$ cat src/rtl/alu_arbiter_if.sv
// Request/response bus between two requesters and the ALU arbiter.
// Operand fields are packed per requester: bits [32i+31:32i] and [3i+2:3i].
interface alu_arbiter_if;
  logic [1:0]  req_valid;
  logic [1:0]  req_ready;
  logic [63:0] req_a;
  logic [63:0] req_b;
  logic [5:0]  req_op;
  logic        rsp_valid;
  logic        rsp_ready;
  logic        rsp_id;
  logic [31:0] rsp_result;
  logic        rsp_zero;

  modport master (
    output req_valid, req_a, req_b, req_op, rsp_ready,
    input  req_ready, rsp_valid, rsp_id, rsp_result, rsp_zero
  );

  modport slave (
    input  req_valid, req_a, req_b, req_op, rsp_ready,
    output req_ready, rsp_valid, rsp_id, rsp_result, rsp_zero
  );
endinterface

$ cat src/rtl/alu_arbiter.sv
// Round-robin arbiter sharing one combinational ALU between two requesters.
// Flow: IDLE (grant/latch) -> EXEC (one cycle, capture result) -> RESP (hold until rsp_ready).
module alu_arbiter (
  input  logic               clk,
  input  logic               rst_n,
  alu_arbiter_if.slave       bus,
  output logic [31:0]        alu_inp1,
  output logic [31:0]        alu_inp2,
  output logic [2:0]         alu_sel,
  input  logic [31:0]        alu_out,
  input  logic               alu_zero,
  output logic               busy
);

  localparam logic [1:0] S_IDLE = 2'd0;
  localparam logic [1:0] S_EXEC = 2'd1;
  localparam logic [1:0] S_RESP = 2'd2;

  logic [1:0]  state_q, state_d;
  logic [31:0] a_q, a_d;
  logic [31:0] b_q, b_d;
  logic [2:0]  op_q, op_d;
  logic        id_q, id_d;
  logic        last_q, last_d;
  logic [31:0] result_q, result_d;
  logic        zero_q, zero_d;

  logic        grant_id;
  logic [1:0]  ready;
  logic        accept;

  // Ready is gated by rst_n so it drops to zero the instant reset asserts.
  always_comb begin
    grant_id = 1'b0;
    case (bus.req_valid)
      2'b01:   grant_id = 1'b0;
      2'b10:   grant_id = 1'b1;
      2'b11:   grant_id = ~last_q;
      default: grant_id = 1'b0;
    endcase
    ready = '0;
    if (rst_n && (state_q == S_IDLE) && (|bus.req_valid))
      ready[grant_id] = 1'b1;
  end

  assign accept = |(bus.req_valid & ready);

  always_comb begin
    state_d  = state_q;
    a_d      = a_q;
    b_d      = b_q;
    op_d     = op_q;
    id_d     = id_q;
    last_d   = last_q;
    result_d = result_q;
    zero_d   = zero_q;
    case (state_q)
      S_IDLE: begin
        if (accept) begin
          a_d     = grant_id ? bus.req_a[63:32] : bus.req_a[31:0];
          b_d     = grant_id ? bus.req_b[63:32] : bus.req_b[31:0];
          op_d    = grant_id ? bus.req_op[5:3]  : bus.req_op[2:0];
          id_d    = grant_id;
          last_d  = grant_id;
          state_d = S_EXEC;
        end
      end
      S_EXEC: begin
        result_d = alu_out;
        zero_d   = alu_zero;
        state_d  = S_RESP;
      end
      S_RESP: begin
        if (bus.rsp_ready)
          state_d = S_IDLE;
      end
      default: state_d = S_IDLE;
    endcase
  end

  always_ff @(posedge clk or negedge rst_n) begin
    if (!rst_n) begin
      state_q  <= S_IDLE;
      a_q      <= '0;
      b_q      <= '0;
      op_q     <= '0;
      id_q     <= 1'b0;
      last_q   <= 1'b1;
      result_q <= '0;
      zero_q   <= 1'b0;
    end else begin
      state_q  <= state_d;
      a_q      <= a_d;
      b_q      <= b_d;
      op_q     <= op_d;
      id_q     <= id_d;
      last_q   <= last_d;
      result_q <= result_d;
      zero_q   <= zero_d;
    end
  end

  assign bus.req_ready  = ready;
  assign bus.rsp_valid  = (state_q == S_RESP);
  assign bus.rsp_id     = id_q;
  assign bus.rsp_result = result_q;
  assign bus.rsp_zero   = zero_q;
  assign alu_inp1       = a_q;
  assign alu_inp2       = b_q;
  assign alu_sel        = op_q;
  assign busy           = (state_q != S_IDLE);

endmodule

$ cat src/flat_wrapper.sv
// flat-port wrapper written by rule: the top's interface ports become plain ports
module alu_arbiter_flat 
  (clk, rst_n, alu_inp1, alu_inp2, alu_sel, alu_out, alu_zero, busy, bus_req_valid, bus_req_a, bus_req_b, bus_req_op, bus_rsp_ready, bus_req_ready, bus_rsp_valid, bus_rsp_id, bus_rsp_result, bus_rsp_zero);
  alu_arbiter_if bus_i ();
  input  logic clk;
  input  logic rst_n;
  output logic [31:0] alu_inp1;
  output logic [31:0] alu_inp2;
  output logic [2:0] alu_sel;
  input  logic [31:0] alu_out;
  input  logic alu_zero;
  output logic busy;
  input wire logic [$bits(bus_i.req_valid)-1:0] bus_req_valid;
  input wire logic [$bits(bus_i.req_a)-1:0] bus_req_a;
  input wire logic [$bits(bus_i.req_b)-1:0] bus_req_b;
  input wire logic [$bits(bus_i.req_op)-1:0] bus_req_op;
  input wire logic [$bits(bus_i.rsp_ready)-1:0] bus_rsp_ready;
  output wire logic [$bits(bus_i.req_ready)-1:0] bus_req_ready;
  output wire logic [$bits(bus_i.rsp_valid)-1:0] bus_rsp_valid;
  output wire logic [$bits(bus_i.rsp_id)-1:0] bus_rsp_id;
  output wire logic [$bits(bus_i.rsp_result)-1:0] bus_rsp_result;
  output wire logic [$bits(bus_i.rsp_zero)-1:0] bus_rsp_zero;
  assign bus_i.req_valid = bus_req_valid;
  assign bus_i.req_a = bus_req_a;
  assign bus_i.req_b = bus_req_b;
  assign bus_i.req_op = bus_req_op;
  assign bus_i.rsp_ready = bus_rsp_ready;
  assign bus_req_ready = bus_i.req_ready;
  assign bus_rsp_valid = bus_i.rsp_valid;
  assign bus_rsp_id = bus_i.rsp_id;
  assign bus_rsp_result = bus_i.rsp_result;
  assign bus_rsp_zero = bus_i.rsp_zero;
  alu_arbiter u_core (.clk(clk), .rst_n(rst_n), .bus(bus_i), .alu_inp1(alu_inp1), .alu_inp2(alu_inp2), .alu_sel(alu_sel), .alu_out(alu_out), .alu_zero(alu_zero), .busy(busy));
endmodule
$ cat config.mk
export PLATFORM = sky130hd
export DESIGN_NAME = alu_arbiter_flat
export DESIGN_NICKNAME = d
export VERILOG_FILES = /design/src/rtl/alu_arbiter_if.sv /design/src/rtl/alu_arbiter.sv /design/src/flat_wrapper.sv
export SDC_FILE = /design/constraint.sdc
export NUM_CORES = 1
export LEC_CHECK = 0
export ABC_AREA = 1
export CELL_PAD_IN_SITES_DETAIL_PLACEMENT = 1
export CELL_PAD_IN_SITES_GLOBAL_PLACEMENT = 1
export CORE_MARGIN = 3
export CORE_UTILIZATION = 35
export CTS_BUF_LIST = sky130_fd_sc_hd__clkbuf_8
export DETAILED_ROUTE_END_ITERATION = 12
export DONT_BUFFER_PORTS = 1
export GPL_TIMING_DRIVEN = 1
export PLACE_DENSITY_LB_ADDON = 0.1
export REMOVE_ABC_BUFFERS = 1
export SYNTH_ARGS = -nofsm -noshare
export SYNTH_HDL_FRONTEND = slang
export SYNTH_SLANG_ARGS = --single-unit
$ cat constraint.sdc
create_clock -name clk -period 1.55 [get_ports clk]
set_input_delay 0.31 -clock clk [delete_from_list [all_inputs] [get_ports clk]]
set_output_delay 0.31 -clock clk [all_outputs]
set_load 0.1 [all_outputs]
==> summary.md <==
| Metric | Value |
|---|---|
| Fin nets | 942 |
| Compound-Gate Fraction of Synth Area | 0% |
| Worst slew pin tran | 0.402 ns |
| Crit-path cells | nand2_4 -> nand2_4 -> inv_4 -> nor2_4 -> buf_12 |
| Post-Route WL | 16.9 mm |
| Antenna violations before repair | 0 |
| Met2 usage | a little over a third |
| Via count | 4739 |
| Adder-Cell Fraction of Synth Area | 0% |
| Synth unique cells | 15 |
| Share of post-route cells with drive strength above 1 | 21.0% |
| Final HPWL DP | about 11 mm |
| Congestion Overflow GR | 0 |
| Routed len/inst | 17.7 µm |
| CTS H-tree lvls | 3 |
| Core footprint | approximately 14000 µm² |
| Cell mode on critical path | nand2_4 |
| Final Cycle Share | 113% |
| Antenna-violating nets left | 0 |
| Sequential element share of the synthesized area | 52.5% |
| Post-Synth XOR/XNOR Area | 0% |
| WP data arrival | 1.44 ns |
| Diodes inserted | 0 |
| Die height | 125 µm |
| Max Cap Viol | 0 |
| CTS tree | yes |
| Via/cell ratio | 4.98 |
| Synth area leaders | dfrtp_1 52%, nand2_1 31%, nand3_1 10% |
| Worst Path Buf+Inv | 2 |
| Num ports | approximately 280 |
| Unrepaired setup endpoints after global routing | yes |
| PnR worst setup slack | -0.196 ns |
| Port Buffers | 0 |
| Worst path top cell family by delay | flip-flops |
| CP required | between 1 and 1.5 ns |
| Synth warn | 0 |
| Fill cell count | 1729 |
| Worst Reg-to-Reg Cells | 8 |
| Drt initial violations | between 200 and 250 |
| Clk_lat worst skew | ~0.37 ns |
| Max-slew violation count | 0 |
| Initial core utilization | 36.6% |
| Finished Core Util | between 40% and 50% |
| Skew final | 0.0101 ns |
| Met3 usage | 6.06% |
| Clock sink total | between 100 and 150 |
| Mux contribution to synthesized area | 0% |
| DRC | 0 |
| Status | finished with violations |
| Final Hold Viols | 104 |
| CP max stage delay | 0.57 ns |
| WHS | -0.381 ns |
| Mapped cell area | 4960 µm² |
| Simple-gate share of the synthesized area | 42.3% |
| CTS Buf Count | 9 |
| Startpoint Class | flip-flop |
| Gpl congestion | 0.792 |
| Area leader, netlist | dfrtp_1 |
| Slowest CP cell | dfstp_2 |
| Worst slew margin | 73.2% |
| Site Rows | 42 |
| Endpoints failing setup | 4 |
| WP depth | 5 |
| Die Wd | approximately 130 µm |
| Tmin final | 1.75 ns |
| Area fraction of the dominant cell type after synthesis | 52.0% |
| Min-Delay Path Class | in -> async |
| Largest net degree at the start of global routing | 107 |
| Failing checks | hold timing, setup timing |
| CP max FO | 2 |
| Yosys reg bits | 104 |
| All-Layer GR Usage | a little over a fifth |
| Syn Inst Count | a little under 700 |
| DR pass1 iterations | 4 |
| Vias in the first global route | 5114 |
| Syn Area/Cell | 7.35 µm² |
| Root Buffer | clkbuf_8 |
| Area delta synth->final | 28.6% |
| Fmax | 573 MHz |
| Worst-path clk slew | 0.10 ns |
| Die ar. | 15600 µm² |
| Met1 usage | 25.2% |
| Critical path class | reg -> out |
| GRT busiest layer | met2 |
| Combinational family with the most area after synthesis | simple AND/OR/NAND/NOR gates |
| Global-route wire length before repair | approximately 27 mm |
| Endpoint class of the critical path | output port |
| CTS max path bufs | 2 |
-- state kept, by name (all words and copies together), names as in the netlist --
register,flops
u_core.alu_inp1,32
u_core.alu_inp2,32
u_core.alu_sel,3
u_core.bus.rsp_id,1
u_core.bus.rsp_result,32
u_core.bus.rsp_zero,1
u_core.last_q,1
u_core.state_q,2
-- cell families after synthesis --
kind of cell           count (synthesis)
AND/OR/NAND/NOR                      519
flip-flops                           104
buffers and inverters                 52
-- per-layer routing --
metal  vias up  wire length, µm  share of wire (%)
met3        23             1290                7.6
li1       2277                -                  -
met1      2270             6560                 39
met2       169             8660                 51
met5         -                0                  0
met4         0              358                2.1
-- synth_stat cells (all sizes together) --
cell type and count:
nand2 413, dfrtp 103, nand3 100, buf 35, clkbuf 11, inv 6
nor2 6, dfstp 1
-- worst register-to-register path: stages, from the launching register on --
cell and delay, ns:
dfstp_2 0.57, nand2_4 0.07, nand2_4 0.07, buf_4 0.17
clkbuf_16 0.23, nand2_1 0.09, nand2_1 0.07, nand2_1 0.05
nand2_1 0.06
-- final cells by class --
type | count | area (µm²) | area share, %
sequential | 104 | 2610 | 40.9
multi-input combinational | 519 | 2140 | 33.5
timing repair buffer | 130 | 1160 | 18.2
tap | 176 | 220 | 3.45
clock buffer | 10 | 138 | 2.16
clock inverter | 6 | 83.8 | 1.32
inverter | 6 | 27.5 | 0.432
-- cell usage in the layout, fill, tap and decap left out, drive strengths merged --
| cell type | n |
|---|---|
| clkinvlp | 2 |
| nand3 | 100 |
| clkbuf | 12 |
| dfstp | 1 |
| buf | 127 |
| bufbuf | 1 |
| inv | 7 |
| nor2 | 6 |
| clkinv | 1 |
| nand2 | 413 |
| dfrtp | 103 |
| bufinv | 2 |
-- metrics by stage --
stage | setup slack [ns] | setup TNS (ns) | instances | instance area (µm²)
2_1_floorplan | -2.58 | -101.11 | 629 | 4720
3_3_place_gp | 0.153 | 0 | 920 | 5900
3_5_place_dp | 0.0660 | 0 | 920 | 5900
4_1_cts | -0.236 | -1.06 | 950 | 6300
5_1_grt | -0.286 | -0.781 | 951 | 6370
6_report | -0.196 | -0.480 | 951 | 6370
-- worst paths after layout --
check | end | from | slack (ns)
worst max-delay path | bus_req_ready[0] | u_core.last_q$_DFFE_PN1P_ | -0.20
max in group asynchronous | u_core.last_q$_DFFE_PN1P_ | rst_n | 1.66
worst max register to register | u_core.alu_inp2[2]$_DFFE_PN0P_ | u_core.last_q$_DFFE_PN1P_ | 0.10
min in group clk | u_core.bus.rsp_result[5]$_DFFE_PN0N_ | alu_out[5] | 0.07
worst min-delay path | u_core.alu_inp2[31]$_DFFE_PN0P_ | rst_n | -0.38
worst min register to register | u_core.alu_inp1[7]$_DFFE_PN0P_ | u_core.alu_inp1[7]$_DFFE_PN0P_ | 0.49
-- what timing repair did --
item / CTS / global route
hold endpoints to repair: 104 / 104
gates cloned: 1 / 2
buffers inserted: 13 / 3
endpoints found under the setup margin: 3 / 70
pin swaps: 7 / 8
resized for setup: 16 / 13
Power is not shown: default switching activity piles up to over one toggle a cycle in this logic, so the estimate is an artifact.
